### src/rtl/immediate_stage_pkg.sv
// Shared types and helpers for the immediate extraction stage.
// Provides the immediate format selector, the legal datapath widths and the
// extraction function. The function always builds a 64-bit result; callers
// narrow it to their XLEN with a size cast. For XLEN=32 the low word is the
// correctly sign- or zero-extended value.
package immediate_stage_pkg;

    localparam int XLEN_RV32     = 32;
    localparam int XLEN_RV64     = 64;
    localparam int IMM_MAX_WIDTH = 64;

    typedef enum logic [2:0] {
        IMM_I = 3'd0,
        IMM_S = 3'd1,
        IMM_B = 3'd2,
        IMM_U = 3'd3,
        IMM_J = 3'd4,
        IMM_Z = 3'd5
    } immediate_e;

    function automatic logic legal_xlen(input int xlen);
        return (xlen == XLEN_RV32) || (xlen == XLEN_RV64);
    endfunction

    // Selector values 6 and 7 are not defined formats; they decode as I.
    function automatic logic [IMM_MAX_WIDTH-1:0] imm_extract(
        input logic [31:0] instr,
        input immediate_e  sel
    );
        logic [IMM_MAX_WIDTH-1:0] imm;
        logic                     s;
        s = instr[31];
        case (sel)
            IMM_S:   imm = {{52{s}}, instr[31:25], instr[11:7]};
            IMM_B:   imm = {{52{s}}, instr[7], instr[30:25], instr[11:8], 1'b0};
            // LUI semantics: the 32-bit upper immediate is then sign-extended.
            IMM_U:   imm = {{32{s}}, instr[31:12], 12'h000};
            IMM_J:   imm = {{44{s}}, instr[19:12], instr[20], instr[30:21], 1'b0};
            // CSR uimm: rs1 field, never sign-extended.
            IMM_Z:   imm = {59'd0, instr[19:15]};
            default: imm = {{52{s}}, instr[31:20]};
        endcase
        return imm;
    endfunction

endpackage

### src/rtl/immediate_stage_skid_buffer.sv
// Generic two-register skid buffer (OUT + SKID) with valid/ready handshakes.
// Latency: 1 cycle from input fire to valid_o when OUT is empty or draining.
// Backpressure: ready_o = !skid_valid, driven from a register; flush empties both.
// Ports: clk_i, rst_ni (sync, active low), flush_i, valid_i/ready_o/data_i
//        upstream, valid_o/ready_i/data_o downstream.
module skid_buffer #(
    parameter int WIDTH = 64
) (
    input  logic             clk_i,
    input  logic             rst_ni,
    input  logic             flush_i,
    input  logic             valid_i,
    output logic             ready_o,
    input  logic [WIDTH-1:0] data_i,
    output logic             valid_o,
    input  logic             ready_i,
    output logic [WIDTH-1:0] data_o
);

    logic             out_valid;
    logic             skid_valid;
    logic [WIDTH-1:0] out_data;
    logic [WIDTH-1:0] skid_data;
    logic             in_fire;
    logic             out_fire;

    assign ready_o  = !skid_valid;
    assign valid_o  = out_valid;
    assign data_o   = out_data;
    assign in_fire  = valid_i && ready_o;
    assign out_fire = out_valid && ready_i;

    always_ff @(posedge clk_i) begin
        if (!rst_ni) begin
            out_valid  <= 1'b0;
            skid_valid <= 1'b0;
            out_data   <= '0;
            skid_data  <= '0;
        end else if (flush_i) begin
            // Anything accepted this cycle is dropped along with held entries.
            out_valid  <= 1'b0;
            skid_valid <= 1'b0;
        end else if (!out_valid || out_fire) begin
            if (skid_valid) begin
                // SKID is older than anything arriving now, so it goes first.
                out_data   <= skid_data;
                out_valid  <= 1'b1;
                skid_valid <= in_fire;
                if (in_fire) begin
                    skid_data <= data_i;
                end
            end else if (in_fire) begin
                out_data  <= data_i;
                out_valid <= 1'b1;
            end else begin
                out_valid <= 1'b0;
            end
        end else if (in_fire) begin
            // OUT stalled: park the new entry; ready_o drops next cycle.
            skid_data  <= data_i;
            skid_valid <= 1'b1;
        end
    end

endmodule

### src/rtl/immediate_stage.sv
// Registered immediate extraction between decode and execute, tag passthrough.
// Latency: 1 cycle; full throughput while ready_i stays high.
// Backpressure: 2-entry skid buffer, ready_o is a register output.
// Ports: clk_i, rst_ni, flush_i, valid_i/ready_o/instruction_i/selector_i/tag_i
//        upstream, valid_o/ready_i/immediate_o/tag_o downstream.
module immediate_stage
    import immediate_stage_pkg::*;
#(
    parameter int XLEN      = 32,
    parameter int TAG_WIDTH = 32
) (
    input  logic                 clk_i,
    input  logic                 rst_ni,
    input  logic                 flush_i,
    input  logic                 valid_i,
    output logic                 ready_o,
    input  logic [31:0]          instruction_i,
    input  immediate_e           selector_i,
    input  logic [TAG_WIDTH-1:0] tag_i,
    output logic                 valid_o,
    input  logic                 ready_i,
    output logic [XLEN-1:0]      immediate_o,
    output logic [TAG_WIDTH-1:0] tag_o
);

    localparam int ENTRY_WIDTH = XLEN + TAG_WIDTH;

    generate
        if (!legal_xlen(XLEN)) begin : g_bad_xlen
            $error("immediate_stage: XLEN must be 32 or 64");
        end
        if (TAG_WIDTH < 1) begin : g_bad_tag
            $error("immediate_stage: TAG_WIDTH must be at least 1");
        end
    endgenerate

    logic [XLEN-1:0]        imm;
    logic [ENTRY_WIDTH-1:0] entry_in;
    logic [ENTRY_WIDTH-1:0] entry_out;

    // The 64-bit result narrows cleanly: its low word is already extended.
    assign imm      = XLEN'(imm_extract(instruction_i, selector_i));
    assign entry_in = {tag_i, imm};

    skid_buffer #(
        .WIDTH (ENTRY_WIDTH)
    ) u_skid (
        .clk_i   (clk_i),
        .rst_ni  (rst_ni),
        .flush_i (flush_i),
        .valid_i (valid_i),
        .ready_o (ready_o),
        .data_i  (entry_in),
        .valid_o (valid_o),
        .ready_i (ready_i),
        .data_o  (entry_out)
    );

    assign immediate_o = entry_out[XLEN-1:0];
    assign tag_o       = entry_out[ENTRY_WIDTH-1:XLEN];

endmodule

### config.mk
export PLATFORM = sky130hd
export DESIGN_NAME = immediate_stage
export DESIGN_NICKNAME = d
export VERILOG_FILES = /design/src/rtl/immediate_stage_pkg.sv /design/src/rtl/immediate_stage_skid_buffer.sv /design/src/rtl/immediate_stage.sv
export SDC_FILE = /design/constraint.sdc
export NUM_CORES = 1
export LEC_CHECK = 0
export ABC_CLOCK_PERIOD_IN_PS = 1700
export BUFFER_PORTS_ARGS = -buffer_cell sky130_fd_sc_hd__buf_2
export CAP_MARGIN = 20
export CORE_ASPECT_RATIO = 0.6
export CORE_MARGIN = 4
export CORE_UTILIZATION = 54
export DETAILED_ROUTE_END_ITERATION = 10
export GPL_TIMING_DRIVEN = 1
export PLACE_DENSITY = 0.8
export SLEW_MARGIN = 20
export SYNTH_ARGS = -nofsm -noshare
export SYNTH_HDL_FRONTEND = slang
export SYNTH_SLANG_ARGS = --single-unit
### constraint.sdc
create_clock -name clk_i -period 1.7 [get_ports clk_i]
set_input_delay 0.085 -clock clk_i [delete_from_list [all_inputs] [get_ports clk_i]]
set_output_delay 0.085 -clock clk_i [all_outputs]
set_load 0.03 [all_outputs]
==> flow_summary.toml <==
[run_status]
status = "completed"

[sta]
hold_viol = 0
worst_pin_slew_ns = 0.5680
worst_slew_margin_rel_pct = 62.13
fmax_mhz = 614.1
fin_worst_skew_ns = 0.009500
rsz0062_at_grt = "yes"
min_period_over_period_pct = 95.79
timing.final.crit_period_ns = 1.628
setup_viol = 0
slew_violations = 0

[synth]
netlist_top_cells_area = "dfxtp_1, nand2_1, mux2i_1"
synth.avg_cell_area_sq_um = 8.559
yosys_warnings = 0
ys_top_cells_by_count = "nand2_1, dfxtp_1, o21ai_0"
yosysTopAreaCell = "dfxtp_1"
ys_seq_area_share_pct = 44.85
synth-seq-cells = 130
synth_top_cell_area_share_pct = 44.85
synth-edff-count = 0
synthCells = 678
synth-async-reset-ratio_pct = 0
syn-cell-area_sq_mm = 0.005803
netlist-cell-type-count = 40
synth.most_common_cell = "nand2_1"
ys.flop_type = "dfxtp_1"
syn_nets = 750

[placement]
dp.cells = 901
numPortBuffers = 130
dp_hpwl_um = 11440
routabilityCongestion = 0.9457

[layout]
insertedDiodeCount = 0
fin_nets = 897
drive_gt1_share_pct = 23.66
fill_cells = 724
multi_input_area_sq_mm = 0.002879
seqCellArea_sq_mm = 0.002604
fin_cells = 972
area_delta_synth_final_pct = 30.49

[clocking]
clock-root-buffer = "clkbuf_16"
clockBufferDepth = 2
numClockSinks = 130
cts_tree = "yes"
clk_pin_slew_ns = 0.06
h-tree-depth = 4
cts-buffers-inserted = 17
clkLatencyLatePin_ns = 0.41

[floorplan]
die_w_um = 141.8
io_pins = 138
rows = 28
core_region_area_sq_mm = 0.01016
die_area_sq_mm = 0.01252
start_util_pct = 57.12
die_h_um = 88.30

[worst_setup_path]
crit_path_end_kind = "flip-flop"
crit_required_ns = 2.02
arrival_ns = 1.95
critPathKind = "reg -> reg"
cp_max_fo = 16
start_kind = "flip-flop"

[routing]
ant_nets = 0
vias_per_cell = 6.024
totalWireLength_um = 17610
dr.pass1.iters = 5
drtIter0Drc = 529
wl_per_cell_um = 18.12
vias = 5855
drc_errors = 0

[power]
vdd_ir_drop_max_v = 0.0009321
p_total_w = 0.008278
p_leak_nw = 3.354
power_density_mw_per_mm2 = 1093

[grt]
grt_usage_pct = 27.97
grt_overflow = 0
grt_max_degree = 54
antenna_found_initial = 0
grt_pass1_wl_um = 27910
grt_pass1_vias = 5617

[min_path]
hold_path.class = "in -> reg"

[run]
maxCapViolations = 0
## repair_timing
item	CTS	global route
hold buffers	38	0
setup buffers	0	2
setup endpoints to repair	1	3
resized for setup	1	1
endpoints found under the hold margin	44	0
pin swaps	0	0
## metal layers
layer	global-route usage, %	vias up	wire [um]
met1	36.78	2777	7548
met5	0	-	0
met4	8.972	0	357
li1	-	2722	-
met3	9.017	45	1868
met2	44.33	311	7833
## power breakdown
group / switching [W] / internal [W]
sequential: 0.0000715 / 0.00316
combinational: 0.000657 / 0.000390
clock: 0.00135 / 0.00264
## flip-flops by register name, indices dropped and copies added (netlist names)
| name | cells |
|---|---|
| u_skid.skid_data | 64 |
| u_skid.skid_valid | 1 |
| u_skid.data_o | 64 |
| u_skid.valid_o | 1 |
## cells in the final DEF (no fill, tap or decap), types with 4 or more instances in the layout
master / n
mux2i_1: 34
nand3_1: 32
nor2_1: 14
dlygate4sd3_1: 38
a211o_1: 5
a21boi_0: 26
dfxtp_1: 129
a222oi_1: 4
o221ai_1: 16
clkinv_4: 4
nand4_1: 16
o211ai_1: 6
a31oi_1: 15
nand2_1: 148
a22o_1: 5
bufinv_16: 5
o211a_1: 32
a21boi_1: 13
clkbuf_16: 17
inv_1: 7
buf_2: 129
o21ai_0: 45
a21oi_1: 33
buf_4: 24
## metrics by stage
| stage | instance area (sq um) | TNS, ns | util [%] | setup WS [ns] | hold slack (ns) |
|---|---|---|---|---|---|
| CTS | 7553 | 0 | 74.35 | 0.02220 | 0.004857 |
| global placement | 6520 | 0 | 64.17 | 0.1905 | 0.3362 |
| detailed placement | 6520 | 0 | 64.17 | 0.1260 | 0.3488 |
| floorplan | 5803 | 0 | - | 0.06128 | 0.2198 |
| finish | 7572 | 0 | 74.53 | 0.07156 | 0.01530 |
| global route | 7572 | -0.01466 | 74.53 | -0.007962 | 0.03983 |
## path summary, 6_finish.rpt
path | slack [ns] | cells past startpoint | end | start
max | 0.07 | 4 | u_skid.data_o[3] | u_skid.skid_valid
min | 0.02 | 3 | u_skid.skid_data[3] | instruction_i[10]
max reg2reg | 0.07 | 4 | u_skid.data_o[3] | u_skid.skid_valid
min reg2reg | 0.45 | 2 | u_skid.skid_data[8] | u_skid.skid_data[8]
## cell type report
type	count	share of cell area, %
Tap cell	135	2.231
Inverter	8	0.4461
Timing Repair Buffer	193	16.34
Sequential cell	130	34.39
Clock buffer	19	5.849
Multi-Input combinational cell	475	38.02
Clock inverter	12	2.726
## cells by family after synthesis
logic type                after synthesis  synth area share (%)
xor gates and xnor gates                2                0.3019
and+or+nand+nor                       227                 17.42
DFF                                   130                 44.85
muxes                                  34                 5.865
AOI/OAI and AO/OA                     212                 26.02
buffers and inverters                  73                 5.541
## critical path, cell delays in order (launching register included)
cell and delay, ns:
dfxtp_2 0.36, nor2_1 0.10, nor3_4 0.32, nand3_2 0.41, o221ai_1 0.35
(Power assumes the default switching activity.)
